--- config.mk ---
export PLATFORM = sky130hd
export DESIGN_NAME = regfile_sb
export DESIGN_NICKNAME = d
export VERILOG_FILES = /design/src/rtl/regfile_pkg.sv /design/src/rtl/regfile_scoreboard.sv /design/src/rtl/regfile_sb.sv
export SDC_FILE = /design/constraint.sdc
export NUM_CORES = 2
export LEC_CHECK = 0
export ABC_CLOCK_PERIOD_IN_PS = 6200
export BUFFER_PORTS_ARGS = -buffer_cell sky130_fd_sc_hd__buf_2
export CORE_ASPECT_RATIO = 0.75
export CORE_MARGIN = 5
export CORE_UTILIZATION = 60
export DETAILED_ROUTE_END_ITERATION = 8
export PLACE_DENSITY = 0.79
export SYNTH_ARGS = -nofsm -noshare
export SYNTH_HDL_FRONTEND = slang
export SYNTH_HIERARCHICAL = 1
export SYNTH_SLANG_ARGS = --single-unit
--- constraint.sdc ---
create_clock -name clk -period 6.2 [get_ports clk]
set_input_delay 0.31 -clock clk [delete_from_list [all_inputs] [get_ports clk]]
set_output_delay 0.31 -clock clk [all_outputs]
set_load 0.05 [all_outputs]
--- src/rtl/regfile_pkg.sv ---
// Shared constants for the ID-stage register file and its pending-write scoreboard.
// Latency: n/a (package only).
// Backpressure: n/a (package only).
package regfile_pkg;

    // Default geometry: 32 x 32-bit registers, up to 3 in-flight writes per register.
    localparam int DEF_DATA_W = 32;
    localparam int DEF_ADDR_W = 5;
    localparam int DEF_PEND_W = 2;

    // Hardwired-zero register address.
    localparam int ZERO_REG = 0;

endpackage

--- src/rtl/regfile_scoreboard.sv ---
// Per-register pending-write counters with issue/write/flush arbitration and busy lookup.
// Latency: counter updates land at the next clk edge; issue_ready and lookups are combinational.
// Backpressure: issue_ready drops when issue_dst's counter is saturated and no same-cycle write frees a slot.
module regfile_scoreboard
    import regfile_pkg::*;
#(
    parameter int ADDR_W = DEF_ADDR_W,
    parameter int PEND_W = DEF_PEND_W
) (
    input  logic              clk,
    input  logic              rst_n,
    input  logic              we,
    input  logic [ADDR_W-1:0] waddr,
    input  logic              issue_valid,
    input  logic [ADDR_W-1:0] issue_dst,
    input  logic              flush,
    input  logic [ADDR_W-1:0] lookupAddrA,
    input  logic [ADDR_W-1:0] lookupAddrB,
    output logic              issue_ready,
    output logic [PEND_W-1:0] pendCntA,
    output logic [PEND_W-1:0] pendCntB
);

    localparam int                DEPTH     = 2 ** ADDR_W;
    localparam logic [ADDR_W-1:0] ZERO_ADDR = ADDR_W'(ZERO_REG);
    localparam logic [PEND_W-1:0] CNT_MAX   = '1;

    logic [PEND_W-1:0] pendCnt [DEPTH];

    logic wrLive;
    logic issueWrHit;
    logic issueAcc;

    // Writes to the zero register never touch the scoreboard.
    assign wrLive     = we && (waddr != ZERO_ADDR);
    assign issueWrHit = wrLive && (waddr == issue_dst);

    // A saturated counter can still accept an issue when a write retires one slot this cycle.
    assign issue_ready = !((pendCnt[issue_dst] == CNT_MAX) && !issueWrHit);
    assign issueAcc    = issue_valid && issue_ready && (issue_dst != ZERO_ADDR);

    // Counter update: reset/flush clear all; issue+write on same register cancel; decrement never goes below 0.
    always_ff @(posedge clk) begin
        if (!rst_n || flush) begin
            for (int i = 0; i < DEPTH; i++) begin
                pendCnt[i] <= '0;
            end
        end else begin
            for (int i = 0; i < DEPTH; i++) begin
                if (issueAcc && (issue_dst == ADDR_W'(i))) begin
                    if (!issueWrHit) begin
                        pendCnt[i] <= pendCnt[i] + PEND_W'(1);
                    end
                end else if (wrLive && (waddr == ADDR_W'(i)) && (pendCnt[i] != '0)) begin
                    pendCnt[i] <= pendCnt[i] - PEND_W'(1);
                end
            end
        end
    end

    assign pendCntA = (lookupAddrA == ZERO_ADDR) ? '0 : pendCnt[lookupAddrA];
    assign pendCntB = (lookupAddrB == ZERO_ADDR) ? '0 : pendCnt[lookupAddrB];

endmodule

--- src/rtl/regfile_sb.sv ---
// ID-stage register file: 2 combinational reads, 1 writeback, zero reg, pending-write scoreboard, branch comparator.
// Latency: reads/compare 0 cycles; writes visible next cycle (same cycle when REGFILE_BYPASS_EN is defined).
// Backpressure: issue_ready from the scoreboard; rs_busy/rt_busy feed the hazard unit's stall decision.
module regfile_sb
    import regfile_pkg::*;
#(
    parameter int DATA_W = DEF_DATA_W,
    parameter int ADDR_W = DEF_ADDR_W,
    parameter int PEND_W = DEF_PEND_W
) (
    input  logic              clk,
    input  logic              rst_n,
    input  logic [ADDR_W-1:0] rs_addr,
    input  logic [ADDR_W-1:0] rt_addr,
    output logic [DATA_W-1:0] rs_data,
    output logic [DATA_W-1:0] rt_data,
    input  logic              we,
    input  logic [ADDR_W-1:0] waddr,
    input  logic [DATA_W-1:0] wdata,
    input  logic              issue_valid,
    input  logic [ADDR_W-1:0] issue_dst,
    output logic              issue_ready,
    input  logic              flush,
    output logic              rs_busy,
    output logic              rt_busy,
    output logic              cmp_eq,
    output logic              cmp_lt
);

    localparam int                DEPTH     = 2 ** ADDR_W;
    localparam logic [ADDR_W-1:0] ZERO_ADDR = ADDR_W'(ZERO_REG);

    logic [DATA_W-1:0] regMem [DEPTH];
    logic [DATA_W-1:0] storRs;
    logic [DATA_W-1:0] storRt;
    logic [PEND_W-1:0] pendRs;
    logic [PEND_W-1:0] pendRt;

    regfile_scoreboard #(
        .ADDR_W (ADDR_W),
        .PEND_W (PEND_W)
    ) u_scoreboard (
        .clk         (clk),
        .rst_n       (rst_n),
        .we          (we),
        .waddr       (waddr),
        .issue_valid (issue_valid),
        .issue_dst   (issue_dst),
        .flush       (flush),
        .lookupAddrA (rs_addr),
        .lookupAddrB (rt_addr),
        .issue_ready (issue_ready),
        .pendCntA    (pendRs),
        .pendCntB    (pendRt)
    );

    // Storage: reset clears every entry; writes to the zero register are dropped. Flush leaves data alone.
    always_ff @(posedge clk) begin
        if (!rst_n) begin
            for (int i = 0; i < DEPTH; i++) begin
                regMem[i] <= '0;
            end
        end else if (we && (waddr != ZERO_ADDR)) begin
            regMem[waddr] <= wdata;
        end
    end

    assign storRs = (rs_addr == ZERO_ADDR) ? '0 : regMem[rs_addr];
    assign storRt = (rt_addr == ZERO_ADDR) ? '0 : regMem[rt_addr];

`ifdef REGFILE_BYPASS_EN
    logic fwdRs;
    logic fwdRt;

    // Same-cycle writeback forwards data and retires its pending slot from the busy view.
    assign fwdRs   = we && (waddr == rs_addr) && (rs_addr != ZERO_ADDR);
    assign fwdRt   = we && (waddr == rt_addr) && (rt_addr != ZERO_ADDR);
    assign rs_data = fwdRs ? wdata : storRs;
    assign rt_data = fwdRt ? wdata : storRt;
    assign rs_busy = (pendRs != '0) && !(fwdRs && (pendRs == PEND_W'(1)));
    assign rt_busy = (pendRt != '0) && !(fwdRt && (pendRt == PEND_W'(1)));
`else
    // Without forwarding, ID sees pre-write storage and registered counters only.
    assign rs_data = storRs;
    assign rt_data = storRt;
    assign rs_busy = (pendRs != '0);
    assign rt_busy = (pendRt != '0);
`endif

    // Branch resolution on the final (possibly forwarded) operands.
    assign cmp_eq = (rs_data == rt_data);
    assign cmp_lt = ($signed(rs_data) < $signed(rt_data));

endmodule

==> run metrics <==
grt ovf=0; Final WS setup=62.7 ps; status=complete, no violations; Syn Std Cell Area=just over 60,000 µm²; WL/cell=33.4 µm; WL final=185,000 µm; Hold Slack=142 ps; clock transition at the registers of the reported paths=roughly 60 ps; Nets=roughly 4,200; H-Tree Depth=3; Worst Hold Class=in -> reg; Critical R2R Launch=u_scoreboard/pendCnt[6][0]; total CTS buffers=about 110; Async S/R FF share, synth=0; Initial DRC Count=about 7,400; Place WS=550 ps; multiplexer share of the synthesized area=0.249; area delta synth->final=9.03%; vias per inst=~7.2; Syn Inst Count=4,167; # DRC=0; Worst Path Arrival=5830 ps; post-route minimum period=6140 ps; startpoint types=input port; final core utilization=0.660; largest net degree at the start of global routing=between 80 and 90; die area=between 100,000 and 150,000 µm²; Final GP Congestion=~0.95; ranking of synthesized cells by area=edfxtp_1 53%, mux4_2 22%, and2_1 10%; final hold viol count=0; standard-cell row count=101; I/O pin count=between 100 and 150; Die Y=287 µm; largest family of logic cells by synthesized area=multiplexers; vias in the first global route=39,300; cell accounting for the most synthesized area=edfxtp_1; CP endpoint kind=output port; post-CTS sizing=0; Max Freq=~160 MHz; VDD IR max=approximately 300 µV; Routed Antenna Nets=0; clock sink count=1,088; CTS root buf=clkbuf_16; number of port buffers=roughly 130; xor/xnor share of the synthesized area=0.00642; post-route clock period utilization=0.990; slew margin rel.=0.0883; post-synthesis sequential area ratio=0.532; CTS tree=yes; Syn. warnings=6; GRT Overall Usage=0.340; RSZ-0062 raised after global routing=false; critical-path maximum fanout=71; Post-Synth Adder-Cell Area=0.00673; Pre-antenna DRT Iters=8; final setup fails=0; P per Cell Area=272 nW/µm²; Initial Utilization=0.606; complex-gate fraction of the synthesized area=0.0365; number of synthesized flops with an enable pin=around 1,100; Required @ worst endpoint=around 5900 ps; post-detail-place hpwl=around 110,000 µm; Synth Area per Inst=~15 µm²; CTS Hold Bufs=0; worst slew pin tran=1360 ps; post-CTS setup buffers=0; first-pass GRT wire length=between 200,000 and 300,000 µm; crit path kind=in -> out; later-pin clock latency in the skew report=710 ps; clk buf depth=3; Slew Limit Fails=0; Pleak=22.8 nW; count of different cell masters after synthesis=71; Yosys reg bits=between 1,000 and 1,500; setup_tns=0 ps; Post-synth top flop=edfxtp_1; synthesized-area fraction occupied by and/or/nand/nor cells=0.135; die width=379 µm; vias=40,000; Worst Hold Launch=issue_dst[2]; top cell type's share of synthesized area=0.532; MaxCap Viol Count=0; initial antenna violation count=19; CP startpoint=rs_addr[0]; clock skew=8.69 ps; layout cells sized above 1=0.270; core area=101,000 µm²
sequential cells by signal (all words and copies together) (netlist names):
register	count
u_scoreboard/pendCnt	64
regMem	1024
power breakdown:
group          leakage (nW)  switching, W  internal (W)  total (W)
sequential             10.5      0.000248       0.00851    0.00876
clock                  1.70       0.00286       0.00381    0.00667
combinational          10.7       0.00170       0.00109    0.00279
total                  22.8       0.00480        0.0134     0.0182
critical path, stage by stage:
cell and delay, ps:
buf_8 670, buf_12 460, mux4_2 550, mux4_2 520
nand2_1 90, o21ai_1 110, ha_1 360, nand4_1 150
nor3_1 330, nand3_1 470, o211ai_1 940, a221oi_1 390
buf_2 330
worst paths after layout:
check	end	depth (start not counted)	slack, ps
setup / recovery	cmp_lt	13	60
hold reg to reg	u_scoreboard/pendCnt[17][0]	1	650
hold / removal	u_scoreboard/pendCnt[15][0]	3	140
setup reg to reg	u_scoreboard/pendCnt[5][0]	6	3820
stage by stage:
| stage | instances | instance area, µm² | power [W] |
|---|---|---|---|
| detailed placement | 5338 | 63400 | 0.0116 |
| CTS | 5533 | 66900 | 0.0181 |
| finish | 5545 | 66900 | 0.0182 |
| global placement | 5338 | 63400 | 0.0115 |
| global route | 5537 | 66900 | 0.0187 |
| floorplan | 4199 | 61500 | 0.0107 |
cell families after synthesis:
family                     after synthesis
other                                    2
muxes                                  746
AOI/OAI and AO/OA                      357
and+or+nand+nor                       1436
adders and majority gates               33
xor gates and xnor gates                45
DFF                                   1088
buffers and inverters                  460
Yosys cell counts (34+ instances only):
library cell / instances
mux2i_1: 65
o22ai_1: 39
nand2_1: 104
o21ai_0: 55
buf_1: 49
buf_6: 34
a21oi_1: 94
o21ai_1: 42
clkbuf_1: 271
mux4_2: 609
and2_1: 1001
nor2_1: 189
inv_1: 41
mux2_2: 64
edfxtp_1: 1088
buf_2: 49
final cells by class:
| type | count | area (µm²) |
|---|---|---|
| fill | 6836 | 34400 |
| sequential | 1088 | 32700 |
| multi-input combinational | 2651 | 27300 |
| clock buffer | 128 | 2820 |
| tap | 1339 | 1680 |
| timing repair buffer | 217 | 1570 |
| clock inverter | 67 | 702 |
| inverter | 43 | 164 |
| antenna | 12 | 30.0 |
layer usage:
layer	share of wire	up-vias	track usage
met5	0.00070	-	0
met4	0.036	20	0.105
met3	0.16	510	0.136
met2	0.44	3482	0.502
met1	0.35	20100	0.473
li1	-	15900	-
placed cells by master, fill, tap and decap left out, types with 33 or more instances in the layout:
cell type / instances
buf_2: 117
nor2_1: 159
mux4_2: 609
mux2i_1: 65
buf_4: 78
and2_1: 1001
clkbuf_16: 110
edfxtp_1: 1088
inv_1: 40
mux2_2: 64
o22ai_1: 39
ha_1: 33
a21oi_1: 94
o21ai_1: 42
nand2_1: 104
conb_1: 34
(Power assumes the default switching activity.)
